**src/rtl/float_mul_seq.sv**
```systemverilog
`timescale 1ns/1ps
// Purpose: iterative IEEE-754-style multiplier, generic exponent/fraction widths, RNE rounding, flush-to-zero.
// Latency: MAN_W+3 cycles accept-to-result on the normal path, 1 cycle for special operands (NaN/inf/zero).
// Backpressure: one operation in flight; in_ready only in IDLE, result held in DONE until out_ready.
//
// Ports:
//   clk, rst_n           rising-edge clock, asynchronous active-low reset
//   in_valid/in_ready    operand handshake; A, B = {sign, exp, frac}
//   out_valid/out_ready  result handshake; S = product word
//   overflow             finite operands produced a result too large (S = +/-inf)
//   underflow            nonzero result flushed to signed zero
//   invalid              NaN operand or inf*0 (S = canonical quiet NaN)
module float_mul_seq #(
  parameter int EXP_W = 8,
  parameter int MAN_W = 23
) (
  input  logic                   clk,
  input  logic                   rst_n,
  input  logic                   in_valid,
  output logic                   in_ready,
  input  logic [EXP_W+MAN_W:0]   A,
  input  logic [EXP_W+MAN_W:0]   B,
  output logic                   out_valid,
  input  logic                   out_ready,
  output logic [EXP_W+MAN_W:0]   S,
  output logic                   overflow,
  output logic                   underflow,
  output logic                   invalid
);

  localparam int W     = 1 + EXP_W + MAN_W;
  localparam int M     = MAN_W + 1;          // significand width incl. hidden bit
  localparam int P_W   = 2 * M;              // full product width
  localparam int E_W   = EXP_W + 2;          // signed exponent with headroom for over/underflow
  localparam int CNT_W = $clog2(M + 1);
  localparam int BIAS  = 2 ** (EXP_W - 1) - 1;

  localparam logic signed [E_W-1:0] BIAS_E    = E_W'(BIAS);
  localparam logic signed [E_W-1:0] EXP_MAX   = E_W'(2 ** EXP_W - 1);
  localparam logic signed [E_W-1:0] EXP_ZERO  = '0;
  localparam logic [CNT_W-1:0]      CNT_LAST  = CNT_W'(M - 1);
  localparam logic [W-1:0]          QNAN      = {1'b0, {EXP_W{1'b1}}, 1'b1, {(MAN_W-1){1'b0}}};

  typedef struct packed {
    logic             sign;
    logic [EXP_W-1:0] exp;
    logic [MAN_W-1:0] frac;
  } fp_t;

  typedef enum logic [1:0] {IDLE, MUL, NORM, DONE} state_t;

  state_t state, state_nxt;

  // ---------------------------------------------------------------
  // Operand classification (combinational, used on the accept edge)
  // ---------------------------------------------------------------
  fp_t  a_f, b_f;
  logic a_exp_max, b_exp_max, a_zero, b_zero, a_nan, b_nan, a_inf, b_inf;
  logic res_sign, sp_invalid, sp_inf, special, accept;

  assign a_f = A;
  assign b_f = B;

  assign a_exp_max = &a_f.exp;
  assign b_exp_max = &b_f.exp;
  // exp==0 covers both true zero and denormals, which are flushed to zero
  assign a_zero    = (a_f.exp == '0);
  assign b_zero    = (b_f.exp == '0);
  assign a_nan     = a_exp_max && (a_f.frac != '0);
  assign b_nan     = b_exp_max && (b_f.frac != '0);
  assign a_inf     = a_exp_max && (a_f.frac == '0);
  assign b_inf     = b_exp_max && (b_f.frac == '0);

  assign res_sign   = a_f.sign ^ b_f.sign;
  assign sp_invalid = a_nan | b_nan | (a_inf & b_zero) | (b_inf & a_zero);
  assign sp_inf     = !sp_invalid && (a_inf || b_inf);
  // any zero or all-ones exponent resolves without running the multiplier
  assign special    = a_zero | b_zero | a_exp_max | b_exp_max;
  assign accept     = in_valid && in_ready;

  // ---------------------------------------------------------------
  // Datapath registers
  // ---------------------------------------------------------------
  logic                  sign_q;
  logic signed [E_W-1:0] exp_q;
  logic [P_W-1:0]        mcand;   // multiplicand, shifted left one place per MUL cycle
  logic [M-1:0]          mplier;  // multiplier, shifted right so bit 0 is the current bit
  logic [P_W-1:0]        acc;
  logic [CNT_W-1:0]      cnt;

  // ---------------------------------------------------------------
  // Normalise and round (combinational, consumed on the NORM edge)
  // ---------------------------------------------------------------
  logic                  prod_hi, guard, sticky, round_up;
  logic [M-1:0]          mant;
  logic [M:0]            mant_rnd;
  logic signed [E_W-1:0] exp_n, exp_r;
  logic [MAN_W-1:0]      frac_r;

  always_comb begin
    prod_hi = acc[P_W-1];
    if (prod_hi) begin
      mant   = acc[P_W-1 -: M];
      guard  = acc[M-1];
      sticky = |acc[M-2:0];
    end else begin
      mant   = acc[P_W-2 -: M];
      guard  = acc[M-2];
      sticky = |acc[M-3:0];
    end
    // ties go to the even significand
    round_up = guard && (sticky || mant[0]);
    mant_rnd = {1'b0, mant} + {{M{1'b0}}, round_up};
    exp_n    = exp_q + $signed({{(E_W-1){1'b0}}, prod_hi});
    // a rounding carry-out means the significand became exactly 2.0
    exp_r    = exp_n + $signed({{(E_W-1){1'b0}}, mant_rnd[M]});
    frac_r   = mant_rnd[M] ? mant_rnd[MAN_W:1] : mant_rnd[MAN_W-1:0];
  end

  // ---------------------------------------------------------------
  // FSM: state register
  // ---------------------------------------------------------------
  always_ff @(posedge clk or negedge rst_n) begin
    if (!rst_n) begin
      state <= IDLE;
    end else begin
      state <= state_nxt;
    end
  end

  // FSM: next-state logic
  always_comb begin
    state_nxt = state;
    case (state)
      IDLE: if (accept) state_nxt = special ? DONE : MUL;
      MUL:  if (cnt == CNT_LAST) state_nxt = NORM;
      NORM: state_nxt = DONE;
      DONE: if (out_ready) state_nxt = IDLE;
      default: state_nxt = IDLE;
    endcase
  end

  // FSM: outputs
  always_comb begin
    in_ready  = (state == IDLE);
    out_valid = (state == DONE);
  end

  // ---------------------------------------------------------------
  // Datapath sequencing
  // ---------------------------------------------------------------
  always_ff @(posedge clk or negedge rst_n) begin
    if (!rst_n) begin
      S         <= '0;
      overflow  <= 1'b0;
      underflow <= 1'b0;
      invalid   <= 1'b0;
      sign_q    <= 1'b0;
      exp_q     <= '0;
      mcand     <= '0;
      mplier    <= '0;
      acc       <= '0;
      cnt       <= '0;
    end else begin
      case (state)
        IDLE: begin
          if (accept) begin
            sign_q <= res_sign;
            if (special) begin
              overflow  <= 1'b0;
              underflow <= 1'b0;
              invalid   <= sp_invalid;
              if (sp_invalid)
                S <= QNAN;
              else if (sp_inf)
                S <= {res_sign, {EXP_W{1'b1}}, {MAN_W{1'b0}}};
              else
                S <= {res_sign, {(W-1){1'b0}}};
            end else begin
              exp_q  <= $signed({2'b00, a_f.exp}) + $signed({2'b00, b_f.exp}) - BIAS_E;
              mcand  <= {{M{1'b0}}, 1'b1, a_f.frac};
              mplier <= {1'b1, b_f.frac};
              acc    <= '0;
              cnt    <= '0;
            end
          end
        end
        MUL: begin
          if (mplier[0]) acc <= acc + mcand;
          mcand  <= mcand << 1;
          mplier <= mplier >> 1;
          cnt    <= cnt + CNT_W'(1);
        end
        NORM: begin
          invalid <= 1'b0;
          if (exp_r >= EXP_MAX) begin
            S         <= {sign_q, {EXP_W{1'b1}}, {MAN_W{1'b0}}};
            overflow  <= 1'b1;
            underflow <= 1'b0;
          end else if (exp_r <= EXP_ZERO) begin
            S         <= {sign_q, {(W-1){1'b0}}};
            overflow  <= 1'b0;
            underflow <= 1'b1;
          end else begin
            S         <= {sign_q, exp_r[EXP_W-1:0], frac_r};
            overflow  <= 1'b0;
            underflow <= 1'b0;
          end
        end
        default: ;  // DONE: result held
      endcase
    end
  end

endmodule
```
**config.mk**
```make
export PLATFORM = sky130hd
export DESIGN_NAME = float_mul_seq
export DESIGN_NICKNAME = d
export VERILOG_FILES = /design/src/rtl/float_mul_seq.sv
export SDC_FILE = /design/constraint.sdc
export NUM_CORES = 1
export LEC_CHECK = 0
export CORE_MARGIN = 8
export CORE_UTILIZATION = 40
export CTS_CLUSTER_DIAMETER = 30
export CTS_CLUSTER_SIZE = 20
export DETAILED_ROUTE_END_ITERATION = 10
export SETUP_SLACK_MARGIN = 0.3
export SLEW_MARGIN = 20
export SYNTH_ARGS = -nofsm -noshare
export SYNTH_HDL_FRONTEND = slang
export SYNTH_SLANG_ARGS = --single-unit
```
**constraint.sdc**
```tcl
create_clock -name clk -period 13.9 [get_ports clk]
set_input_delay 2.78 -clock clk [delete_from_list [all_inputs] [get_ports clk]]
set_output_delay 2.78 -clock clk [all_outputs]
set_load 0.01 [all_outputs]
```
# --- Yosys cells after proc, flatten, opt, wreduce, memory -nomap -nowiden ---
# Index checks and enable logic that the tools add are counted.
totals:
  rom_bits: 0
  reg_bits: 173
  latch_bits: 0
  out_inout_bits: 37
  ram_bits: 0
  wordCells: 108
  memories: 0
  in_bits: 68
op_classes:
  n_mux: 39
  div: 0
  n_bitwise: 10
  reduce_logical: 29
  mul: 0
  n_shift: 0
  magnitude_cmp: 2
  addsub: 7
  eq_ne: 10
op_table:
  columns: ["cell", "count"]
  rows:
  - ["two-way mux 48 bit", 5]
  - ["case mux 48 bit (2 select lines)", 2]
  - ["two-way mux 32 bit", 3]
  - ["two-way mux 31 bit", 3]
  - ["two-way mux 24 bit", 3]
  - ["case mux 32 bit (2 select lines)", 1]
  - ["adder 48 bit", 1]
  - ["case mux 24 bit (2 select lines)", 1]
  - ["logical NOT 23 bit", 2]
  - ["nonzero test 23 bit", 2]
  - ["adder 24 x 1 -> 25 bit", 1]
  - ["two-way mux 23 bit", 1]
  - ["OR reduction 23 bit", 1]
  - ["OR reduction 22 bit", 1]
  - ["adder 10 x 2 -> 10 bit", 2]
  - ["logical NOT 8 bit", 2]
  - ["AND reduction 8 bit", 2]
  - ["AND reduction 3 bit", 4]
  - ["greater-or-equal comparator 10 x 9 -> 1 bit, second input constant", 1]
  - ["<= comparator 10 x 1 -> 1 bit, second input constant", 1]
  - ["two-way mux 5 bit", 2]
  - ["case mux 5 bit (2 select lines)", 1]
  - ["subtractor 9 x 7 -> 10 bit, second input constant", 1]
  - ["adder 8 x 8 -> 9 bit", 1]
  - ["other kinds (21)", 53]

# --- Logic depth before layout (Yosys ltp) ---
logic_depth:
  depth_word: 12
  mapped_depth: 24
  mapped_depth_nobuf: 20

# --- Worst setup path before layout ---
# No wires, ideal clock.
synth_timing:
  path_kind: "flip-flop to flip-flop"
  from: "register acc[47]"
  to: "register S[11]"
  slack_ns: 8.984
  t_arrival_ns: 4.850
  path_stages_with_launch: 23
  setup_time_ns: 0.065
  required_ns: 13.835
  n_path_buf: 4
  synth_period_minus_slack_ns: 4.916
  path_cell_list: "dfrtp_1 > buf_4 > clkbuf_1 > clkbuf_1 > mux2i_1 > nor2b_1 > ha_1 > and3_1 > nand3_2 > nor2_2 > nand2_1 > nor4_4 > o211ai_2 > fa_1 > nor2b_1 > nor3b_1 > and3_1 > xor2_1 > a41o_1 > nor3_4 > and2_1 > buf_2 > a22o_1"
synth_via:
  elab_chain_len: 9
  word_cells_on_any_way: 14
  classes_between: "add/sub: 3; order compare: 2; mux: 7; reduce/logical: 2"
synth_lines:
  columns: ["element", "line_no", "source"]
  rows:
  - ["start, declared", "88", "logic [P_W-1:0] acc;"]
  - ["start signal, assigned", "189", "if (mplier[0]) acc <= acc + mcand;"]
  - ["two-way mux 1 bit or two-way mux 24 bit (tied branches)", "102", "if (prod_hi) begin"]
  - ["logical OR 1 bit", "112", "round_up = guard && (sticky || mant[0]);"]
  - ["logical AND 1 bit", "112", null]
  - ["adder 24 x 1 -> 25 bit", "113", "mant_rnd = {1'b0, mant} + {{M{1'b0}}, round_up};"]
  - ["adder 10 x 2 -> 10 bit", "116", "exp_r = exp_n + $signed({{(E_W-1){1'b0}}, mant_rnd[M]});"]
  - ["<= comparator 10 x 1 -> 1 bit", "200", "end else if (exp_r <= EXP_ZERO) begin"]
  - ["two-way mux 31 bit", "200", null]
  - ["two-way mux 31 bit (*)", "196", "if (exp_r >= EXP_MAX) begin"]
  - ["case mux 32 bit (2 select lines) (*)", "165", "case (state)"]
  - ["end signal, assigned", "197", "S <= {sign_q, {EXP_W{1'b1}}, {MAN_W{1'b0}}};"]
  - ["end signal, assigned", "201", "S <= {sign_q, {(W-1){1'b0}}};"]
  - ["end signal, assigned", "205", "S <= {sign_q, exp_r[EXP_W-1:0], frac_r};"]
  - ["end, declared", "25", "output logic [EXP_W+MAN_W:0] S,"]
# Mark *: on every way between the ends. The rest lies on a longest branch, timed or not.
# A chain may end at the register's enable or synchronous reset.

# --- Final worst setup path ---
layout_timing:
  from: "input port A[24]"
  to: "register acc[47]"
layout_via:
  elab_chain_len: 6
  word_cells_on_any_way: 7
  classes_between: "eq/ne: 1; bitwise: 3; reduce/logical: 3"
layout_lines:
  columns: ["element", "line_no", "source"]
  rows:
  - ["start, declared", "21", "input logic [EXP_W+MAN_W:0] A,"]
  - ["logical NOT 8 bit", "67", "assign a_zero = (a_f.exp == '0);"]
  - ["OR 1 bit", "78", "assign special = a_zero | b_zero | a_exp_max | b_exp_max;"]
  - ["OR 1 bit (*) (2 in a row)", "78", null]
  - ["!= test 2 bit (no line) (*)", null, null]
  - ["AND reduction 4 bit (no line) (*)", null, null]
# Marks and branches as above.

==> impl_results.md <==
- Peak VDD IR: 0.104 mV
- Max-slew headroom: 26.0%
- Worst-path maximum fanout: 47
- Drt pass-1 iters: 5
- Yosys reg bits: 173
- Static Leak: 5.84 nW
- Yosys top cell area share: 37.7%
- Outcome: complete, no violations
- Sw Pwr: 920 uW
- Tot Pwr: 2.23 mW
- Residual DRC: 0
- Worst endpoint required time: 14.22 ns
- Largest net degree at the start of global routing: 93
- YS warnings: 0
- Top FF cell, synth: dfrtp_1
- Final min period: 5.90 ns
- I/O pins: 105
- Combinational power share: 42.7%
- Final hold viol count: 0
- H-tree depth: 4
- N_diodes: 0
- Yosys top cell by area: dfrtp_1
- Final Setup Violations: 0
- Seq pwr share: 34.2%
- RSZ-0062 raised after global routing: false
- Reg-to-reg startpoint: acc[47]
- Worst-case reg-to-reg path depth: 16
- TritonCTS clock tree: yes
- DR WL/cell: 16.3 microns
- HP Class: flop to flop
- Post-Synthesis Cells: 1309
- Vias in the first global route: 9670
- TritonCTS Buffers: 17
- Ratio of cells with drive above 1 in the final layout: 5.64%
- Worst Max-Slew Pin Slew: 1.11 ns
- Worst-path clk slew: 0.07 ns
- Number of post-CTS setup repair buffers: 0
- Global-route wire length before repair: 48600 microns
- Synthesized area: 11500 sq um
- Die Area: 34400 sq um
- Clock share of power: 23.1%
- CTS Hold Bufs: 0
- Port Buffers: 104
- Post-synth EDFFs: 0
- Core ar.: 28500 sq um
- Max Slew Vio Count: 0
- Clock Latency Late Sink: 0.44 ns
- CTS max path bufs: 2
- Cell internal pwr: 1.31 mW
- Syn-to-layout area delta: 17.2%
- Antenna-violating nets left: 0
- Nets: 1509
- Number of fill cells in the layout: 2803
- Sequential share of the synthesized area: 37.7%
- Setup TNS: 0 ns
- Startpoint Class: primary input
- Switching Fraction: 41.2%
- Sinks on Clock Net: 173
- Die width: 185 microns
- Worst Hold Depth: 2
- Top-count cell post-synth: nand2_1
- Vias: 9547
- Final HPWL DP: 21400 microns
- FMAX: 169 MHz
- Synth top area cells: dfrtp_1, nand2_1, ha_1
- Gr ovfl total: 0
- Clock Skews: 0.0190 ns
- Starting Density: 40.3%
- CTS root buf: clkbuf_16
- WHS: 0.478 ns
- DIE HEIGHT: 185 microns
- # Max-Cap Violations: 0
- CP Class: primary input to flop
- Fraction of registers with async set/reset: 100%
- Hold path start: underflow
- Reg-to-reg endpoint: S[29]
- Post-CTS sizing: 0
- Top cells by count, synth: nand2_1, dfrtp_1, o21ai_0, ha_1, a21oi_1
- Gr usage total: 17.3%
- Flop2flop setup slack: 8.74 ns
- CP endpoint kind: flop
- Syn Nets: 1449
- Syn Area/Cell: 8.77 sq um
- Routability cong.: 0.878
- Power Dens Cells: 166 nW/um^2
- Library cells used by synthesis: 79
- Routed WL: 28900 microns
- Initial antenna violation count: 0
- Arr. time, crit path: 6.22 ns
- Hold Path Sink: underflow
- Iter 0 DRT Violations: 569
- Final Cycle Share: 42.5%
- Via-to-Cell Ratio: 5.41
- Row count: 62
==> cell families (layout without fill, tap and decap cells) <==
group	after synthesis	count (layout)	share of synthesized area (%)
buffers and inverters	101	174	3.43
AO/OA/AOI/OAI	372	372	20.5
multiplexers	65	65	5.76
adder cells (fa/ha/maj)	72	72	8.04
XOR/XNOR	91	91	6.94
AND/OR/NAND/NOR	435	435	17.6
flip-flops	173	173	37.7
==> worst max-delay path by stage <==
stage | start | end | slack (ns) | depth (start not counted)
floorplan | acc[47] | S[11] | 8.98 | 22
global placement | A[23] | mcand[5] | 7.66 | 8
detailed placement | A[26] | acc[47] | 7.53 | 11
CTS | A[24] | acc[47] | 7.99 | 11
global route | A[25] | acc[47] | 7.66 | 11
finish | A[24] | acc[47] | 8.00 | 11
==> power groups by stage <==
stage	Clock, mW	Sequential (mW)	Combinational, mW
detailed placement	0	0.773	0.957
finish	0.515	0.764	0.952
CTS	0.527	0.764	0.961
global placement	0	0.772	0.939
global route	0.544	0.786	1.08
floorplan	0	0.733	0.714
==> layer usage <==
layer  routed length (microns)  share of wire (%)  track usage, %
met3                      1000                3.5            2.81
met2                     13300                 46            28.8
met4                       352                1.2            4.10
met1                     14200                 49            23.2
met5                         0                  0               0
==> area by class of cell <==
class	count	area, sq um	area share [%]
inverter	29	109	0.809
clock buffer	19	443	3.29
tap	384	480	3.57
clock inverter	13	178	1.32
multi-input combinational	1035	6810	50.6
timing repair buffer	113	1110	8.25
sequential	173	4330	32.2
==> cell usage in the layout, fill, tap and decap left out, drive strengths merged, types with 23 or more instances in the layout <==
cell           instances
xor2                  38
nor2                  56
nand2                233
ha                    69
o21ai                159
nand4                 27
nor4                  23
inv                   35
nand3                 31
a22o                  24
xnor2                 53
a21oi                 66
dfrtp                173
mux2i                 56
a21o                  25
clkdlybuf4s50        103
==> flip-flops by register name (all words and copies together), names as in the netlist <==
signal and flops:
acc 48, mcand 48, S 32, mplier 24, exp_q 10, cnt 5
state 2, invalid 1, overflow 1, sign_q 1, underflow 1
==> worst max-delay path, stage by stage <==
cell	delay, ns
clkdlybuf4s50_1	0.51
or4_1	0.13
nor2_1	0.05
nor4_1	0.44
nand3_1	0.69
o21ai_0	0.62
o21ai_4	0.09
buf_4	0.33
a2111o_1	0.34
a22oi_1	0.15
nor2_1	0.07
==> through the flow <==
step	setup slack (ns)	utilization [%]	std cells	instance area [sq um]
6_report	8.00	47.3	1766	13500
3_5_place_dp	7.53	45.1	1734	12800
5_1_grt	7.66	47.3	1766	13500
2_1_floorplan	8.98	-	1309	11500
4_1_cts	7.99	47.3	1766	13500
3_3_place_gp	7.66	45.1	1734	12800
Power figures use the tool's default switching activity.
==> edit 1, RTL diff (same settings) <==
The 4 states of `state_t` get a one-hot encoding in 4 bits.
--- a/src/rtl/float_mul_seq.sv
+++ b/src/rtl/float_mul_seq.sv
@@ -49,3 +49,3 @@
 
-  typedef enum logic [1:0] {IDLE, MUL, NORM, DONE} state_t;
+  typedef enum logic [3:0] {IDLE = 4'b0001, MUL = 4'b0010, NORM = 4'b0100, DONE = 4'b1000} state_t;
 
Function: same outputs for any inputs over 4 cycles, from zero or initial values and one cycle with rst_n low; so few cycles prove little.
==> edit 1 against the unedited design <==
  * Setup slack better by 0.53 ns
  * Cell area increased by 1.4%
  * Area after synthesis increased by 1.9%
  * Non-clock buffer count is 5 higher
  * Sequential cell count increased by 2
  * Via count up 6.4%
  * Power rose by 10%
  * Routed wire length up 7.3%
  * Largest cell class unchanged
==> edit 1: results <==
metrics = {
    "outcome": {
        "status": "finished, final reports clean",
    },
    "finish": {
        "drive_gt1_share_pct": 5.329,
        "fin_nets": 1568,
    },
    "pwr": {
        "p_leak_nw": 5.970,
        "vdd_drop_max_v": 0.0001151,
    },
    "critical_path": {
        "reg2regPathDepth": 19,
        "crit_start": "acc[24]",
        "r2r_slack_ns": 8.53,
        "r2r-end": "S[3]",
        "cp_max_fo": 11,
    },
    "synth": {
        "synth.distinct_cells": 69,
        "yosysSeqAreaShare_pct": 37.44,
        "synth_top_cells_by_area": "dfrtp_1, nand2_1, ha_1",
        "synthTopCellsByCount": "nand2_1, dfrtp_1, nor2_1",
    },
    "routing": {
        "first_iter_violations": 753,
        "vias": 10160,
        "routed_wl_um": 30970,
    },
    "place": {
        "pre_cts_slack_ns": 8.376,
        "gp_congestion": 0.8649,
        "place_hpwl_um": 23020,
    },
    "worst_hold_path": {
        "holdPathEnd": "overflow",
        "whs_path_depth": 1,
        "min_from": "overflow",
    },
    "sta": {
        "tightest_slew_ns": 0.8861,
        "whs_ns": 0.4776,
        "clock.fmax_mhz": 186.1,
    },
    "global_routing": {
        "grt_max_degree": 97,
        "track_usage_pct": 17.76,
    },
}
edit 1: metal layers:
layer,track usage [%],wire [um]
met1,24.63,15320
met5,0,0
met2,28.58,14070
met4,4.154,434
met3,2.871,1139
edit 1: kinds of logic (layout without fill, tap and decap cells):
logic type,after synthesis,after routing,share of synthesized area (%)
compound gates,388,388,22.14
simple gates,520,520,21.02
flops,175,175,37.44
mux,26,26,2.288
buf+inv,112,189,3.732
fa+ha+maj,68,68,7.464
xor+xnor,79,79,5.914
edit 1: where the power goes:
part	total [mW]	switching [mW]	internal (mW)
Sequential	0.826	0.156	0.670
Combinational	1.15	0.675	0.476
Clock	0.485	0.243	0.243
Total	2.46	1.07	1.39
edit 1: through the flow:
step / cell area (um^2) / utilization [%] / std cells
final: 13650 / 47.44 / 1829
after global routing: 13650 / 47.44 / 1829
after CTS: 13650 / 47.44 / 1829
after detailed placement: 13060 / 45.37 / 1797
after global placement: 13060 / 45.37 / 1797
after floorplan: 11700 / - / 1368
edit 1: critical path, cell delays in order, from the launching register on:
cell and delay, ns:
dfrtp_1 0.50, mux2i_1 0.12, nor2b_1 0.13, ha_1 0.26, nand3_1 0.14, or3b_1 0.45, nor2_1 0.28, nand2_1 0.08
nor3_1 0.22, nand2_1 0.11, fa_1 0.39, inv_1 0.07, ha_1 0.25, and4_1 0.34, and3_1 0.18, o211ai_1 0.10
a221oi_1 0.76, a2111oi_4 0.25, and2_1 0.37, a22o_1 0.26
edit 1: area by class of cell:
cell class	count	area, um^2
Clock inverter	15	167.7
Timing Repair Buffer	118	1147
Inverter	39	146.4
Tap cell	384	480.5
Multi-Input combinational cell	1081	6904
Fill cell	2809	15130
Sequential cell	175	4380
Clock buffer	17	425.4
==> edit 2, RTL diff (config.mk and constraints unchanged) <==
Made on the original files. Change the parameter `EXP_W` from 8 to 7.
--- a/src/rtl/float_mul_seq.sv
+++ b/src/rtl/float_mul_seq.sv
@@ -13,3 +13,3 @@
 module float_mul_seq #(
-  parameter int EXP_W = 8,
+  parameter int EXP_W = 7,
   parameter int MAN_W = 23
Ports: changed (resized A, B and S); port bits go from 105 to 102. No check against the original RTL was run, so the function may have changed too.
==> edit 2 against the unedited design <==
  * Cell area decreased by 2.5%
  * Power is 0.62% lower
  * Maximum frequency is 3.1% lower
  * Sequential cell count fell by 2
  * Synthesized cell count fell by 1.9%
  * Sequential share of layout area is 0.45 points higher
  * Area after synthesis fell by 2.3%
  * Routed wire length shrank 3.2%
  * Setup slack worse by 0.19 ns
  * Combinational power grew 2%
  * Global-route usage decreased by 0.55 points
==> edit 2: results <==
metrics = {
    "outcome": {
        "status": "finished, final reports clean",
    },
    "global_routing": {
        "grt_max_degree": 119,
        "track_usage_pct": 16.77,
        "grt_pass1_wl_um": 46590,
    },
    "synth": {
        "yosysSeqAreaShare_pct": 38.15,
        "synth_top_cells_by_area": "dfrtp_1, nand2_1, ha_1",
        "synth_area_per_cell_um2": 8.736,
        "synthTopCellsByCount": "nand2_1, dfrtp_1, o21ai_0",
        "synth.distinct_cells": 70,
        "syn_nets": 1420,
    },
    "pwr": {
        "seq_power_share_pct": 34.1,
        "power_combinational_mw": 0.970,
    },
    "worst_hold_path": {
        "min_from": "S[16]",
        "holdPathEnd": "S[16]",
    },
    "routing": {
        "vias": 9340,
        "wire_per_inst_um": 16.09,
        "first_iter_violations": 651,
    },
    "finish": {
        "drive_gt1_share_pct": 5.519,
        "fin_nets": 1482,
        "biggestRegsByFlops": "acc: 48 flops, mcand: 48 flops, S: 31 flops",
        "layout.cells.non_filler": 1737,
    },
    "place": {
        "port_buffers": 101,
        "gp_congestion": 0.9197,
        "pre_cts_slack_ns": 7.392,
    },
    "critical_path": {
        "cp_max_fo": 34,
        "r2r_slack_ns": 8.24,
    },
    "sta": {
        "worst_slew_margin_rel_pct": 29.33,
        "clock_skew_ns": 0.01019,
    },
}
-- edit 2: cell types whose count changed after synthesis, moves of 7 or more --
cell      before  now
a21o_1        24   41
a21oi_1       65   72
and2_1         9    2
clkbuf_1      55   47
nand3_1       30   54
nor2_1        55   41
o21ai_0      154  146
-- edit 2: logic make-up after synthesis --
group	Yosys count	share of synthesized area, %
AOI/OAI and AO/OA	357	19.98
xor gates and xnor gates	86	6.715
adders and majority gates	70	8.009
buffers and inverters	97	3.614
DFF	171	38.15
muxes	59	5.443
and+or+nand+nor	444	18.09
-- edit 2: metal layers --
| metal | GRT usage, % | up-vias | routed length [um] |
|---|---|---|---|
| met5 | 0 | - | 0 |
| met4 | 3.676 | 0 | 288 |
| met3 | 2.431 | 22 | 1041 |
| met2 | 26.45 | 155 | 12480 |
| met1 | 24.00 | 4418 | 14150 |
| li1 | - | 4745 | - |
-- edit 2: final cells by class --
class | instances | area (um^2)
clock buffers | 18 | 439.2
clock inverters | 14 | 158.9
fillers | 2648 | 14580
inverters | 28 | 105.1
multi-input cells | 1016 | 6571
flip-flops and latches | 171 | 4280
well taps | 378 | 473.0
repair buffers | 112 | 1095
-- edit 2: per-stage QoR --
step / cell area, um^2 / hold WS (ns)
finish: 13120 / 0.4761
floorplan: 11220 / 0.4477
global placement: 12520 / 0.4594
global route: 13120 / 0.5021
detailed placement: 12520 / 0.4655
CTS: 13120 / 0.4806
-- edit 2: worst max path at each step --
stage,from,end,slack [ns],cells past startpoint
after floorplan,acc[47],S[11],8.30,27
after global placement,A[27],acc[43],7.51,12
after detailed placement,A[27],acc[43],7.39,12
after CTS,A[27],acc[43],7.83,12
after global routing,A[27],acc[43],7.50,12
final,A[28],acc[43],7.81,12
